===== config.mk =====
export PLATFORM = sky130hd
export DESIGN_NAME = pc_redirect_ctrl
export DESIGN_NICKNAME = d
export VERILOG_FILES = /design/src/rtl/pc_redirect_ctrl.sv
export SDC_FILE = /design/constraint.sdc
export NUM_CORES = 1
export LEC_CHECK = 0
export BUFFER_PORTS_ARGS = -buffer_cell sky130_fd_sc_hd__buf_4
export CORE_ASPECT_RATIO = 1.75
export CORE_UTILIZATION = 54
export CTS_CLUSTER_DIAMETER = 50
export CTS_CLUSTER_SIZE = 25
export DETAILED_ROUTE_END_ITERATION = 16
export PLACE_DENSITY = 0.87
export SYNTH_ARGS = -nofsm -noshare
export SYNTH_HDL_FRONTEND = slang
export SYNTH_SLANG_ARGS = --single-unit

===== constraint.sdc =====
create_clock -name clk -period 5.7 [get_ports clk]
set_input_delay 1.14 -clock clk [delete_from_list [all_inputs] [get_ports clk]]
set_output_delay 1.14 -clock clk [all_outputs]
set_load 0.005 [all_outputs]

===== src/rtl/pc_redirect_ctrl.sv =====
// Redirect controller between EX and fetch: resolves jumps/taken branches, holds the
// target until fetch accepts it, flushes the wrong-path D/E registers and counts redirects.
module pc_redirect_ctrl #(
    parameter int DATA_WIDTH = 32,
    parameter int CNT_WIDTH  = 16
) (
    input  logic                  clk,
    input  logic                  rst_n,
    input  logic                  ex_valid_i,
    input  logic                  branch_e,
    input  logic                  jump_e,
    input  logic                  jalr_e,
    input  logic                  branch_taken_e,
    input  logic [DATA_WIDTH-1:0] pc_e,
    input  logic [DATA_WIDTH-1:0] imm_ext_e,
    input  logic [DATA_WIDTH-1:0] alu_result_e,
    input  logic                  redir_ready_i,
    output logic                  redir_valid_o,
    output logic [DATA_WIDTH-1:0] redir_pc_o,
    output logic                  misalign_o,
    output logic                  flush_d_o,
    output logic                  flush_e_o,
    output logic [CNT_WIDTH-1:0]  redirect_count_o
);

    localparam logic [0:0] IDLE    = 1'b0;
    localparam logic [0:0] PENDING = 1'b1;

    localparam logic [CNT_WIDTH-1:0] CNT_MAX = {CNT_WIDTH{1'b1}};

    logic [0:0]            state_q;
    logic [DATA_WIDTH-1:0] redir_pc_q;
    logic                  misalign_q;
    logic [CNT_WIDTH-1:0]  count_q;

    logic                  is_pending;
    logic                  resolve;
    logic                  accept;
    logic [DATA_WIDTH-1:0] target;

    assign is_pending = (state_q == PENDING);

    // EX inputs are wrong-path while a redirect is pending, so resolution is IDLE-only.
    assign resolve = ex_valid_i && !is_pending &&
                     (jalr_e || jump_e || (branch_e && branch_taken_e));

    assign accept = is_pending && redir_ready_i;

    always_comb begin
        target = pc_e + imm_ext_e;
        if (jalr_e) begin
            target = alu_result_e & ~{{(DATA_WIDTH-1){1'b0}}, 1'b1};
        end
    end

    always_ff @(posedge clk or negedge rst_n) begin
        if (!rst_n) begin
            state_q    <= IDLE;
            redir_pc_q <= '0;
            misalign_q <= 1'b0;
            count_q    <= '0;
        end else begin
            if (resolve) begin
                state_q    <= PENDING;
                redir_pc_q <= target;
                misalign_q <= target[1];
                if (count_q != CNT_MAX) begin
                    count_q <= count_q + 1'b1;
                end
            end else if (accept) begin
                state_q <= IDLE;
            end
        end
    end

    assign redir_valid_o    = is_pending;
    assign redir_pc_o       = redir_pc_q;
    assign misalign_o       = misalign_q && is_pending;
    assign flush_d_o        = resolve || is_pending;
    assign flush_e_o        = resolve || is_pending;
    assign redirect_count_o = count_q;

endmodule


After elaboration in Yosys (flattened, before gate mapping)
Index checks and enable logic that the tools add are counted. W data, S select, Z words.

Register bits: 50. Latch bits: 0. Memory bits (writable): 0. ROM bits: 0. Input bits: 104. Output and inout bits: 52. Logic and storage cells: 21. Memories kept: 0.

Add/sub/neg operators: 2. Multiply operators: 0. Div/mod/pow operators: 0. $lt $le $gt $ge: 0. Eq/ne operators: 1. Shifts and indexed selects: 0. Mux-type cells: 3. Bitwise operators: 0. Reductions and logical operators: 11.

Operators with widths (count): $add A32 B32 Y32 (1); $mux W32 (1); $add A16 B1 Y16 const B (1); $ne A16 B16 Y1 const B (1); $logic_and A1 B1 Y1 (5); $logic_or A1 B1 Y1 (3); $mux W1 (2); $reduce_and A2 Y1 (1); $reduce_bool A2 Y1 (1); $logic_not A1 Y1 (1).

Depth between registers and ports, before layout
Depth in word-level cells: 4. Gate-level depth with buffers: 10. Mapped depth without buffers: 10.

Worst setup path before layout
No wires, ideal clock.

Kind: input -> output. Start: in branch_e. End: out flush_e_o. Arrival: 2.242 ns. Required time: 4.560 ns. Setup slack: 2.318 ns. Stages: 7. Buffers on the path: 3. Cells stage by stage: a21oi_1 -> nand2_1 -> nand3_1 -> clkbuf_1 -> buf_1 -> nand2_1 -> buf_4.

Word-level cells in the longest chain between the ends: 4.

RTL lines: start, declared (RTL line 10) `input logic branch_e,`; $logic_and A1 B1 Y1 (RTL line 45) `(jalr_e || jump_e || (branch_e && branch_taken_e));`; $logic_or A1 B1 Y1 (RTL line 45); $logic_and A1 B1 Y1 (RTL line 44) `assign resolve = ex_valid_i && !is_pending &&`; $logic_or A1 B1 Y1; end, declared (RTL line 22) `output logic flush_e_o,`.

No other way between the ends.

Final worst setup path
Start: in jalr_e. End: out flush_d_o.

Word-level cells in the longest chain between the ends: 4.

RTL lines: start, declared (RTL line 12) `input logic jalr_e,`; $logic_or A1 B1 Y1 (2 in series) (RTL line 45); $logic_and A1 B1 Y1 (RTL line 44); $logic_or A1 B1 Y1 (RTL line 79) `assign flush_d_o = resolve || is_pending;`; end, declared (RTL line 21) `output logic flush_d_o,`.

No other way between the ends.

==> results by group <==
CTS
  • Root Buffer: clkbuf_16
  • CTS resizes: 0
  • CTS buffer count: 5
  • Longest Clk Path Bufs: 2
  • Clock Latency Late Sink: 0.30 ns
  • Clk sink count: 49
  • Setup Fix Bufs, Post-CTS: 0
  • CTS clk-pin slew, worst paths: 0.07 ns
  • H-tree depth: 2
  • CTS tree: built
  • CTS Hold Bufs: 0

Detailed routing
  • Initial DRT Pass Iterations: 5
  • Post-Route WL: 12.0 mm
  • Initial DRC Count: 342
  • Vias: 4261
  • Antenna Nets Post-Route: 0
  • Residual DRC: 0
  • Number of vias per cell: 6.12
  • Routed wire length per instance: 17.2 um

Synthesis
  • Main combinational cell family by area after synthesis: compound AO/OA/AOI/OAI gates
  • Synth cell types: 65
  • Mux share of post-synthesis cell area: 1.04%
  • Yosys warns: 0
  • Syn Nets: 606
  • Post-synth EDFFs: 0
  • Sequential share of the synthesized area: 30.8%
  • FFs w/ async S/R, synth: 100%
  • Share of the synthesized area in the top cell type: 30.8%
  • Syn avg cell area: 8.49 um2
  • Most common flop cell mapped by yosys: dfrtp_1
  • Syn Inst Count: 469
  • Post-synthesis compound-gate area fraction: 26.8%
  • Synth Register Bits: 49
  • Cell taking the most area after synthesis: dfrtp_1
  • Post-Syn Area: 3980 um2
  • Xor/xnor share of the synthesized area: 9.24%
  • Synth Area in Simple Gates: 18.0%
  • Top post-synthesis cells by area: dfrtp_1, ha_1, a21oi_1
  • Synth Area in Adders: 10.6%

Global route
  • Number of global-route vias before repair: 4151
  • First-pass GRT wire length: 19.1 mm
  • Pin count of the biggest net entering global routing: 50
  • Global route overflow: 0
  • GRT Total Usage: 32.1%
  • Initial antenna violation count: 0

Critical path
  • Reg-to-reg endpoint: redirect_count_o[10]
  • Worst Setup Path Type: primary input to primary output
  • Critical path data required time: 4.56 ns
  • R2R depth: 7
  • Peak fanout along the critical path: 41
  • CP Data Arrival Time: 2.53 ns
  • Crit end category: primary output
  • Crit path launch type: primary input
  • Reg-to-Reg Start: redir_valid_o
  • R2R Setup Slk: 3.43 ns

Floorplan
  • DIE HEIGHT: 116 um
  • Row Count: 41
  • Die Wd: 66.9 um
  • Core area: 7180 um2
  • IO Pins: 156
  • Die area: 7730 um2
  • Initial Util: 55.4%

Pwr
  • Leakage: 2.58 nW
  • Pwr per Cell Area: 258 nW/um2
  • Tot Pwr: 0.00137 W
  • VDD IR max: 0.133 mV

Timing
  • Final Skew: 0.00696 ns
  • Final-report hold violation count: 0
  • FMAX: 273 MHz
  • Sum Neg Setup Slack: 0 ns
  • Fin crit share: 64.4%
  • Tmin final: 3.67 ns
  • RSZ-0062 raised after global routing: no
  • Worst Max-Slew Pin Slew: 0.608 ns
  • Final setup viols: 0
  • Slew HR: 59.5%
  • Max Slew Vio Count: 0

Job
  • Max_cap viols: 0

Place
  • RePlAce Congestion: 1.02
  • Input/output buffers: 154
  • Final HPWL DP: 9.43 mm

Cells and area
  • Layout area overhead: 33.0%
  • Final layout net count: 746
  • # fillers: 517
  • Antenna cells: 0
  • Commonest cells after routing, fill and taps aside: buf_4, a21oi_1, dfrtp_1, nand2_1, nor2_1
  • Most common cell after layout, fill and taps aside: buf_4
  • Share of layout cells above drive strength 1: 30.8%

Worst hold path
  • Worst Hold Depth: 2
  • Hold Crit Class: flip-flop to flip-flop
  • Hold Path End: redir_pc_o[12]
  • Hold path start: redir_pc_o[12]

Outcome
  • Run status: finished clean
[worst max path at each step]
stage / from / endpoint / slack, ns / cells after the start
6_report: jalr_e / flush_d_o / 2.03 / 6
5_1_grt: jalr_e / flush_e_o / 1.92 / 6
4_1_cts: jalr_e / flush_d_o / 2.07 / 6
3_5_place_dp: jalr_e / flush_d_o / 2.06 / 6
3_3_place_gp: jalr_e / flush_e_o / 2.10 / 6
2_1_floorplan: branch_e / flush_e_o / 2.32 / 7
[critical path, cell delays in order]
cell and delay, ns:
buf_4 0.34, inv_2 0.17, nand2_1 0.13, nand3_2 0.33, nand2_1 0.25, buf_4 0.14
[flip-flops by register name, summed over array words and instances (netlist names)]
| register | cells |
|---|---|
| redirect_count_o | 16 |
| redir_valid_o | 1 |
| redir_pc_o | 32 |
[synthesized netlist by cell type (5+ instances only)]
cell type,number
o21ai_0,27
a21oi_1,57
nor3_1,7
a21o_1,16
buf_2,5
ha_1,32
inv_1,8
nor2_1,33
or3_1,6
nand3_1,11
nand2_1,43
and3_1,12
clkbuf_1,11
xnor2_1,26
dfrtp_1,49
o21ai_1,19
xor2_1,16
o22ai_1,5
nand4_1,13
[where the power goes]
group	internal [W]	switching, W
clock	0.000163	0.000131
combinational	0.000294	0.000280
sequential	0.000430	0.0000666
total	0.000887	0.000478
[metal layers]
layer / vias to the layer above / track usage (%) / wire, um
li1: 2000 / - / -
met1: 1999 / 34.6 / 4240
met5: - / 0 / 0
met3: 40 / 3.64 / 780
met4: 0 / 17.7 / 550
met2: 222 / 58.9 / 6400
[metrics by stage]
stage / instances / instance area [um2] / utilization, % / hold WS [ns] / setup slack [ns]
after floorplan: 469 / 3980 / - / 0.465 / 2.32
final: 696 / 5290 / 73.7 / 0.483 / 2.03
after detailed placement: 688 / 5150 / 71.7 / 0.471 / 2.06
after global placement: 688 / 5150 / 71.7 / 0.467 / 2.10
after CTS: 696 / 5290 / 73.7 / 0.486 / 2.07
after global routing: 696 / 5290 / 73.7 / 0.514 / 1.92
[cell type report]
class	instances	area, um2	area share, %
flip-flops and latches	49	1230	23.2
multi-input cells	389	2620	49.4
repair buffers	155	1160	22.0
clock inverters	3	21.3	0.402
inverters	9	33.8	0.638
well taps	86	108	2.03
clock buffers	5	125	2.36
[logic make-up (layout without fill, tap and decap cells)]
family,count (synthesis),count (layout)
AO/OA/AOI/OAI,167,167
AND/OR/NAND/NOR,143,143
XOR/XNOR,42,42
multiplexers,4,4
flip-flops,49,49
buffers and inverters,31,172
adder cells (fa/ha/maj),33,33
Power figures use the tool's default switching activity.
